<file path="src/rtl/flag_ctrl_pkg.sv">
// Shared types and the op decode helper for the flag/flip sequencer.
package flag_ctrl_pkg;

  typedef enum logic [2:0] {
    OP_NOP      = 3'd0,
    OP_SET_FLAG = 3'd1,
    OP_CLR_FLAG = 3'd2,
    OP_TOG_FLAG = 3'd3,
    OP_SET_FLIP = 3'd4,
    OP_CLR_FLIP = 3'd5,
    OP_TOG_FLIP = 3'd6,
    OP_SWAP     = 3'd7
  } op_e;

  typedef enum logic [1:0] {
    ST_INIT = 2'd0,
    ST_RUN  = 2'd1,
    ST_ERR  = 2'd2
  } state_e;

  // Returns {flag, flip, wr_flag, wr_flip}; wr_* means the op claims that bit,
  // even when the resulting value is unchanged.
  function automatic logic [3:0] next_bits(op_e op, logic flag, logic flip);
    logic [3:0] r;
    case (op)
      OP_SET_FLAG: r = {1'b1, flip, 1'b1, 1'b0};
      OP_CLR_FLAG: r = {1'b0, flip, 1'b1, 1'b0};
      OP_TOG_FLAG: r = {~flag, flip, 1'b1, 1'b0};
      OP_SET_FLIP: r = {flag, 1'b1, 1'b0, 1'b1};
      OP_CLR_FLIP: r = {flag, 1'b0, 1'b0, 1'b1};
      OP_TOG_FLIP: r = {flag, ~flip, 1'b0, 1'b1};
      OP_SWAP:     r = {flip, flag, 1'b1, 1'b1};
      default:     r = {flag, flip, 1'b0, 1'b0};
    endcase
    return r;
  endfunction

endpackage

</file>
<file path="src/rtl/flag_stack.sv">
// DEPTH x 2-bit LIFO holding saved {flag, flip}; callers must not push when
// full, pop when empty, or do both in one cycle.
import flag_ctrl_pkg::*;

module flag_stack #(
  parameter int DEPTH = 4
) (
  input  logic                     CLK,
  input  logic                     RESETn,
  input  logic                     push,
  input  logic                     pop,
  input  logic [1:0]               wdata,
  output logic [1:0]               top,
  output logic                     full,
  output logic                     empty,
  output logic [$clog2(DEPTH):0]   count
);

  localparam int AW = $clog2(DEPTH);

  logic [1:0]  mem [DEPTH];
  logic [AW:0] count_m1;

  assign count_m1 = count - {{AW{1'b0}}, 1'b1};
  assign top      = mem[count_m1[AW-1:0]];
  assign full     = (count == (AW+1)'(DEPTH));
  assign empty    = (count == {(AW+1){1'b0}});

  // Occupancy counter; reset empties the stack.
  always_ff @(posedge CLK) begin
    if (!RESETn) begin
      count <= {(AW+1){1'b0}};
    end else if (push) begin
      count <= count + {{AW{1'b0}}, 1'b1};
    end else if (pop) begin
      count <= count_m1;
    end else begin
      count <= count;
    end
  end

  // Entry storage; contents need no reset.
  always_ff @(posedge CLK) begin
    if (push) begin
      mem[count[AW-1:0]] <= wdata;
    end
  end

endmodule

</file>
<file path="src/rtl/flag_seq_ctrl.sv">
// Arbitrates ALU, decoder and shadow-stack writes onto the flag/flip register
// pair, keeping a forwarding mirror one cycle ahead of the registers.
import flag_ctrl_pkg::*;

module flag_seq_ctrl #(
  parameter int DEPTH = 4
) (
  input  logic                   CLK,
  input  logic                   RESETn,
  input  logic                   stall,
  input  logic                   alu_vld,
  input  logic                   alu_flag,
  input  logic                   op_vld,
  input  logic [2:0]             op,
  input  logic                   push,
  input  logic                   pop,
  input  logic                   clr_err,
  output logic                   write_flag,
  output logic                   flag_d,
  output logic                   write_flip,
  output logic                   flip_d,
  output logic                   flag_fwd,
  output logic                   flip_fwd,
  output logic [$clog2(DEPTH):0] depth,
  output logic                   err,
  output logic                   ovf,
  output logic                   unf
);

  state_e     state;
  logic       flag_m;
  logic       flip_m;
  logic [1:0] top;
  logic       full;
  logic       empty;
  logic       active;
  logic       push_ok;
  logic       pop_ok;
  logic       set_ovf;
  logic       set_unf;
  logic [3:0] op_res;
  logic       nxt_flag;
  logic       nxt_flip;

  flag_stack #(.DEPTH(DEPTH)) u_stack (
    .CLK    (CLK),
    .RESETn (RESETn),
    .push   (active && push_ok),
    .pop    (active && pop_ok),
    .wdata  ({flag_m, flip_m}),
    .top    (top),
    .full   (full),
    .empty  (empty),
    .count  (depth)
  );

  // Request legality and per-bit arbitration against the mirror.
  always_comb begin
    active  = (state == ST_RUN) && !stall;
    push_ok = push && !pop && !full;
    pop_ok  = pop && !push && !empty;
    set_ovf = push && !pop && full;
    set_unf = (push && pop) || (pop && !push && empty);
    op_res  = next_bits(op_vld ? op_e'(op) : OP_NOP, flag_m, flip_m);

    if (pop_ok) begin
      nxt_flag = top[1];
    end else if (op_res[1]) begin
      nxt_flag = op_res[3];
    end else if (alu_vld) begin
      nxt_flag = alu_flag;
    end else begin
      nxt_flag = flag_m;
    end

    if (pop_ok) begin
      nxt_flip = top[0];
    end else if (op_res[0]) begin
      nxt_flip = op_res[2];
    end else begin
      nxt_flip = flip_m;
    end
  end

  // Control FSM with registered strobes, data, mirror and error flags.
  always_ff @(posedge CLK) begin
    if (!RESETn) begin
      state      <= ST_INIT;
      write_flag <= 1'b1;
      write_flip <= 1'b1;
      flag_d     <= 1'b0;
      flip_d     <= 1'b0;
      flag_m     <= 1'b0;
      flip_m     <= 1'b0;
      err        <= 1'b0;
      ovf        <= 1'b0;
      unf        <= 1'b0;
    end else begin
      case (state)
        ST_INIT: begin
          state      <= ST_RUN;
          write_flag <= 1'b0;
          write_flip <= 1'b0;
          flag_d     <= flag_m;
          flip_d     <= flip_m;
        end
        ST_RUN: begin
          if (active) begin
            write_flag <= (nxt_flag != flag_m);
            write_flip <= (nxt_flip != flip_m);
            flag_d     <= nxt_flag;
            flip_d     <= nxt_flip;
            flag_m     <= nxt_flag;
            flip_m     <= nxt_flip;
            if (set_ovf || set_unf) begin
              state <= ST_ERR;
              err   <= 1'b1;
              ovf   <= ovf | set_ovf;
              unf   <= unf | set_unf;
            end else begin
              state <= ST_RUN;
            end
          end else begin
            write_flag <= 1'b0;
            write_flip <= 1'b0;
            flag_d     <= flag_m;
            flip_d     <= flip_m;
          end
        end
        ST_ERR: begin
          write_flag <= 1'b0;
          write_flip <= 1'b0;
          flag_d     <= flag_m;
          flip_d     <= flip_m;
          if (clr_err) begin
            state <= ST_RUN;
            err   <= 1'b0;
            ovf   <= 1'b0;
            unf   <= 1'b0;
          end else begin
            state <= ST_ERR;
          end
        end
        default: begin
          state      <= ST_INIT;
          write_flag <= 1'b1;
          write_flip <= 1'b1;
          flag_d     <= 1'b0;
          flip_d     <= 1'b0;
        end
      endcase
    end
  end

  assign flag_fwd = flag_m;
  assign flip_fwd = flip_m;

endmodule
</file>
<file path="config.mk">
export PLATFORM = sky130hd
export DESIGN_NAME = flag_seq_ctrl
export DESIGN_NICKNAME = d
export VERILOG_FILES = /design/src/rtl/flag_ctrl_pkg.sv /design/src/rtl/flag_stack.sv /design/src/rtl/flag_seq_ctrl.sv
export SDC_FILE = /design/constraint.sdc
export NUM_CORES = 1
export LEC_CHECK = 0
export BUFFER_PORTS_ARGS = -buffer_cell sky130_fd_sc_hd__buf_2
export CAP_MARGIN = 20
export CELL_PAD_IN_SITES_DETAIL_PLACEMENT = 2
export CELL_PAD_IN_SITES_GLOBAL_PLACEMENT = 2
export CORE_UTILIZATION = 33
export CTS_BUF_LIST = sky130_fd_sc_hd__clkbuf_4 sky130_fd_sc_hd__clkbuf_8 sky130_fd_sc_hd__clkbuf_16
export DETAILED_ROUTE_END_ITERATION = 8
export PLACE_DENSITY_LB_ADDON = 0.1
export SYNTH_ARGS = -nofsm -noshare
export SYNTH_HDL_FRONTEND = slang
export SYNTH_HIERARCHICAL = 1
export SYNTH_SLANG_ARGS = --single-unit
</file>
<file path="constraint.sdc">
create_clock -name CLK -period 2.6 [get_ports CLK]
set_input_delay 0.52 -clock CLK [delete_from_list [all_inputs] [get_ports CLK]]
set_output_delay 0.52 -clock CLK [all_outputs]
set_load 0.01 [all_outputs]
</file>
==> flow_summary.html <==
<table>
<tr><th>Metric</th><th>Value</th></tr>
<tr><th colspan="2">Worst setup path</th></tr>
<tr><td>Endpoint required time on the critical path</td><td>2.75 ns</td></tr>
<tr><td>Arrival @ worst endpoint</td><td>2.20 ns</td></tr>
<tr><td>Launching element type of the critical path</td><td>register</td></tr>
<tr><td>Capturing element type of the critical path</td><td>register</td></tr>
<tr><td>Largest fanout on the critical path</td><td>6</td></tr>
<tr><td>Critical path class</td><td>register to register</td></tr>
<tr><th colspan="2">Synthesis</th></tr>
<tr><td>Synthesized instance count</td><td>120</td></tr>
<tr><td>Syn_area_per_cell</td><td>10.2 sq um</td></tr>
<tr><td>Count of state elements after synthesis</td><td>22</td></tr>
<tr><td>Synth Net Count</td><td>138</td></tr>
<tr><td>Cell area after technology mapping</td><td>1220 sq um</td></tr>
<tr><td>Warnings, synthesis</td><td>6</td></tr>
<tr><td>Async set-reset flop share out of synthesis</td><td>0%</td></tr>
<tr><td>Synth Flop Type</td><td>dfxtp_1</td></tr>
<tr><td>Synth cell types</td><td>42</td></tr>
<tr><td>Sequential area share after synthesis</td><td>42.6%</td></tr>
<tr><td>Number of synthesized flops with an enable pin</td><td>8</td></tr>
<tr><th colspan="2">Finish</th></tr>
<tr><td>Share of cells above drive strength 1</td><td>21.9%</td></tr>
<tr><td>Sequential standard cell area</td><td>520 sq um</td></tr>
<tr><td>Area growth syn-to-layout</td><td>18.0%</td></tr>
<tr><td>Number of diodes added for antenna fixing</td><td>0</td></tr>
<tr><td>Post-layout utilization of the core</td><td>41.9%</td></tr>
<tr><td>Layout filler cell count</td><td>384</td></tr>
<tr><td>Area of all placed cells without fillers</td><td>1440 sq um</td></tr>
<tr><td>Area of the multi-input gates</td><td>648 sq um</td></tr>
<tr><td>Final instance count without filler cells</td><td>192</td></tr>
<tr><td>Number of flip-flops under the largest register name</td><td>8</td></tr>
<tr><td>Net total in the final layout</td><td>165</td></tr>
<tr><th colspan="2">Floorplanning</th></tr>
<tr><td>IO Count</td><td>24</td></tr>
<tr><td>Placeable core region</td><td>3440 sq um</td></tr>
<tr><td>Initial core utilization</td><td>35.5%</td></tr>
<tr><td>Chip height</td><td>62.8 microns</td></tr>
<tr><td>Core Rows</td><td>21</td></tr>
<tr><td>Die footprint</td><td>3950 sq um</td></tr>
<tr><td>Die X-Extent</td><td>62.8 microns</td></tr>
<tr><th colspan="2">Timing</th></tr>
<tr><td>Final Slew Violations</td><td>0</td></tr>
<tr><td>Clock Skew</td><td>0.00302 ns</td></tr>
<tr><td>Worst relative slew slack</td><td>69.1%</td></tr>
<tr><td>Final worst path period share</td><td>78.9%</td></tr>
<tr><td>Peak Freq</td><td>487 MHz</td></tr>
<tr><td>Transition time of the tightest slew-check pin</td><td>0.457 ns</td></tr>
<tr><td>Total negative slack for setup checks</td><td>0 ns</td></tr>
<tr><td>Unrepaired setup endpoints after global routing</td><td>false</td></tr>
<tr><td>Final Hold Fails</td><td>0</td></tr>
<tr><td>Fin crit period</td><td>2.05 ns</td></tr>
<tr><td>Setup Viol. Count Final</td><td>0</td></tr>
<tr><th colspan="2">Routing</th></tr>
<tr><td>Routed via count</td><td>1,006</td></tr>
<tr><td>Post-route ant nets</td><td>0</td></tr>
<tr><td>Via-to-Cell Ratio</td><td>5.24</td></tr>
<tr><td>Initial drt markers</td><td>44</td></tr>
<tr><td>Detail-routed net length per standard cell</td><td>15.9 microns</td></tr>
<tr><td>DRC violation count after routing</td><td>0</td></tr>
<tr><td>Drt first pass iters</td><td>4</td></tr>
<tr><td>Final Routed Wirelength</td><td>3.06 mm</td></tr>
<tr><th colspan="2">Power and ir drop</th></tr>
<tr><td>Cell area power density</td><td>515 nW/um^2</td></tr>
<tr><td>Leakage power</td><td>0.587 nW</td></tr>
<tr><td>Highest ir drop seen on vdd</td><td>0.167 mV</td></tr>
<tr><th colspan="2">Place</th></tr>
<tr><td>Area post-placement</td><td>1380 sq um</td></tr>
<tr><td>Instance count after placement with tap cells included</td><td>188</td></tr>
<tr><td>Final GP Congestion</td><td>0.714</td></tr>
<tr><td>DP HPWL</td><td>2.38 mm</td></tr>
<tr><td>Number of buffers added on ports</td><td>23</td></tr>
<tr><th colspan="2">Min path</th></tr>
<tr><td>Type of the tightest min-delay check</td><td>register to register</td></tr>
<tr><th colspan="2">Global route</th></tr>
<tr><td>Overall overflow remaining after global route</td><td>0</td></tr>
<tr><td>Number of global-route vias before repair</td><td>1,075</td></tr>
<tr><td>Wire length of the first global-routing pass</td><td>5.24 mm</td></tr>
<tr><td>GRT Resource Usage Total</td><td>17.3%</td></tr>
<tr><td>Largest net degree at the start of global routing</td><td>16</td></tr>
<tr><td>Initial antenna violation count</td><td>0</td></tr>
<tr><th colspan="2">CTS</th></tr>
<tr><td>Clock network latency to the later pin of the worst-skew pair</td><td>0.26 ns</td></tr>
<tr><td>Bufs on Longest Clock Path</td><td>2</td></tr>
<tr><td>Clock tree from TritonCTS</td><td>done</td></tr>
<tr><td>Sinks on Clock Net</td><td>22</td></tr>
<tr><td>CTS Buf Count</td><td>3</td></tr>
<tr><td>CTS clock-pin slew for the worst setup and hold paths</td><td>0.08 ns</td></tr>
<tr><td>Number of cells upsized or downsized after cts</td><td>0</td></tr>
<tr><td>Count of hold-fix buffers inserted at cts</td><td>0</td></tr>
<tr><td>Number of buffers added for setup after CTS</td><td>0</td></tr>
<tr><td>Buffer cell driving the clock tree root</td><td>clkbuf_8</td></tr>
<tr><td>Maximum level of the CTS H-tree</td><td>1</td></tr>
<tr><th colspan="2">Outcome</th></tr>
<tr><td>Result of the run</td><td>finished clean</td></tr>
<tr><th colspan="2">Job</th></tr>
<tr><td>Max-capacitance violation count</td><td>0</td></tr>
</table>
## path summary, 6_finish.rpt
| check | startpoint | end | slack, ns | cells after the start |
|---|---|---|---|---|
| worst max register to register | u_stack/count[1] | u_stack/count[1] | 0.55 | 8 |
| worst min-delay path | err | err | 0.47 | 2 |
| worst max-delay path | u_stack/count[1] | u_stack/count[1] | 0.55 | 8 |
| worst min register to register | err | err | 0.47 | 2 |
## routing by layer
layer / up-vias / wire, microns / track usage [%]
met5: - / 0 / 0
met4: 0 / 42 / 6.10
met3: 4 / 118 / 2.92
met2: 24 / 1490 / 30.6
met1: 489 / 1410 / 21.0
li1: 489 / - / -
## cells by family (layout without fill, tap and decap cells)
group                      count (synthesis)  in the layout  share of synthesized area (%)
muxes                                      4              4                           5.94
and+or+nand+nor                           49             49                           22.6
buffers and inverters                      8             34                           4.30
xor gates and xnor gates                   1              1                          0.717
AOI/OAI and AO/OA                         30             30                           17.6
DFF                                       22             22                           42.6
adders and majority gates                  6              6                           6.15
## worst max-delay path: stages (launching register included)
cell and delay [ns]:
dfxtp_1 0.43, inv_1 0.11, ha_1 0.22, nor2b_1 0.18, or3b_1 0.41, nor2_1 0.17, nor2_1 0.10, a221oi_1 0.25
nor2b_1 0.07
## layout by cell type, fill, tap and decap left out, types with 2 or more instances in the layout
master	Yosys	routed
nand2b_1	3	3
mux4_1	2	2
mux2i_1	2	2
or3b_1	2	2
ha_1	6	6
nor2_1	8	8
nand3_1	2	2
o311ai_0	3	3
o21ai_0	3	3
nor2b_1	3	3
buf_2	0	23
edfxtp_1	8	8
buf_4	0	2
a21o_1	3	3
dfxtp_1	14	14
a21oi_1	3	3
inv_1	5	5
a31oi_1	3	3
nand2_1	14	14
clkbuf_8	0	3
a21boi_1	2	2
nor3b_1	2	2
a21boi_0	5	5
and2_1	6	6
## stage by stage
stage          hold slack, ns  total power, W  setup slack, ns
2_1_floorplan           0.488        0.000436            0.261
3_3_place_gp            0.453        0.000467            0.474
3_5_place_dp            0.465        0.000471            0.450
4_1_cts                 0.478        0.000754            0.528
5_1_grt                 0.505        0.000780            0.318
6_report                0.470        0.000742            0.548
## power by group
| part | internal (W) | switching, W | total, W |
|---|---|---|---|
| registers | 0.000366 | 0.0000101 | 0.000376 |
| logic | 0.0000381 | 0.0000477 | 0.0000857 |
| clock network | 0.000167 | 0.000114 | 0.000281 |
| total | 0.000571 | 0.000171 | 0.000742 |
## area by class of cell
cell class                      instances  share of cell area (%)
Multi-Input combinational cell         90                    45.0
Sequential cell                        22                    36.1
Timing Repair Buffer                   25                    9.03
Clock buffer                            4                    4.60
Tap cell                               46                    3.99
Inverter                                5                    1.30
## cells in the mapped netlist (2+ instances only)
library cell | instances | area [sq um]
o21ai_0 | 3 | 15.0
ha_1 | 6 | 75.1
nor2b_1 | 3 | 18.8
nand2_1 | 14 | 52.6
a21o_1 | 3 | 22.5
o311ai_0 | 3 | 26.3
nand2b_1 | 3 | 18.8
a31oi_1 | 3 | 18.8
a21oi_1 | 3 | 15.0
a21boi_0 | 5 | 37.5
mux4_1 | 2 | 52.6
edfxtp_1 | 8 | 240
or3b_1 | 2 | 17.5
nor3b_1 | 2 | 15.0
dfxtp_1 | 14 | 280
nand3_1 | 2 | 10.0
inv_1 | 5 | 18.8
mux2i_1 | 2 | 20.0
and2_1 | 6 | 37.5
a21boi_1 | 2 | 15.0
nor2_1 | 8 | 30.0
Power figures use the tool's default switching activity.
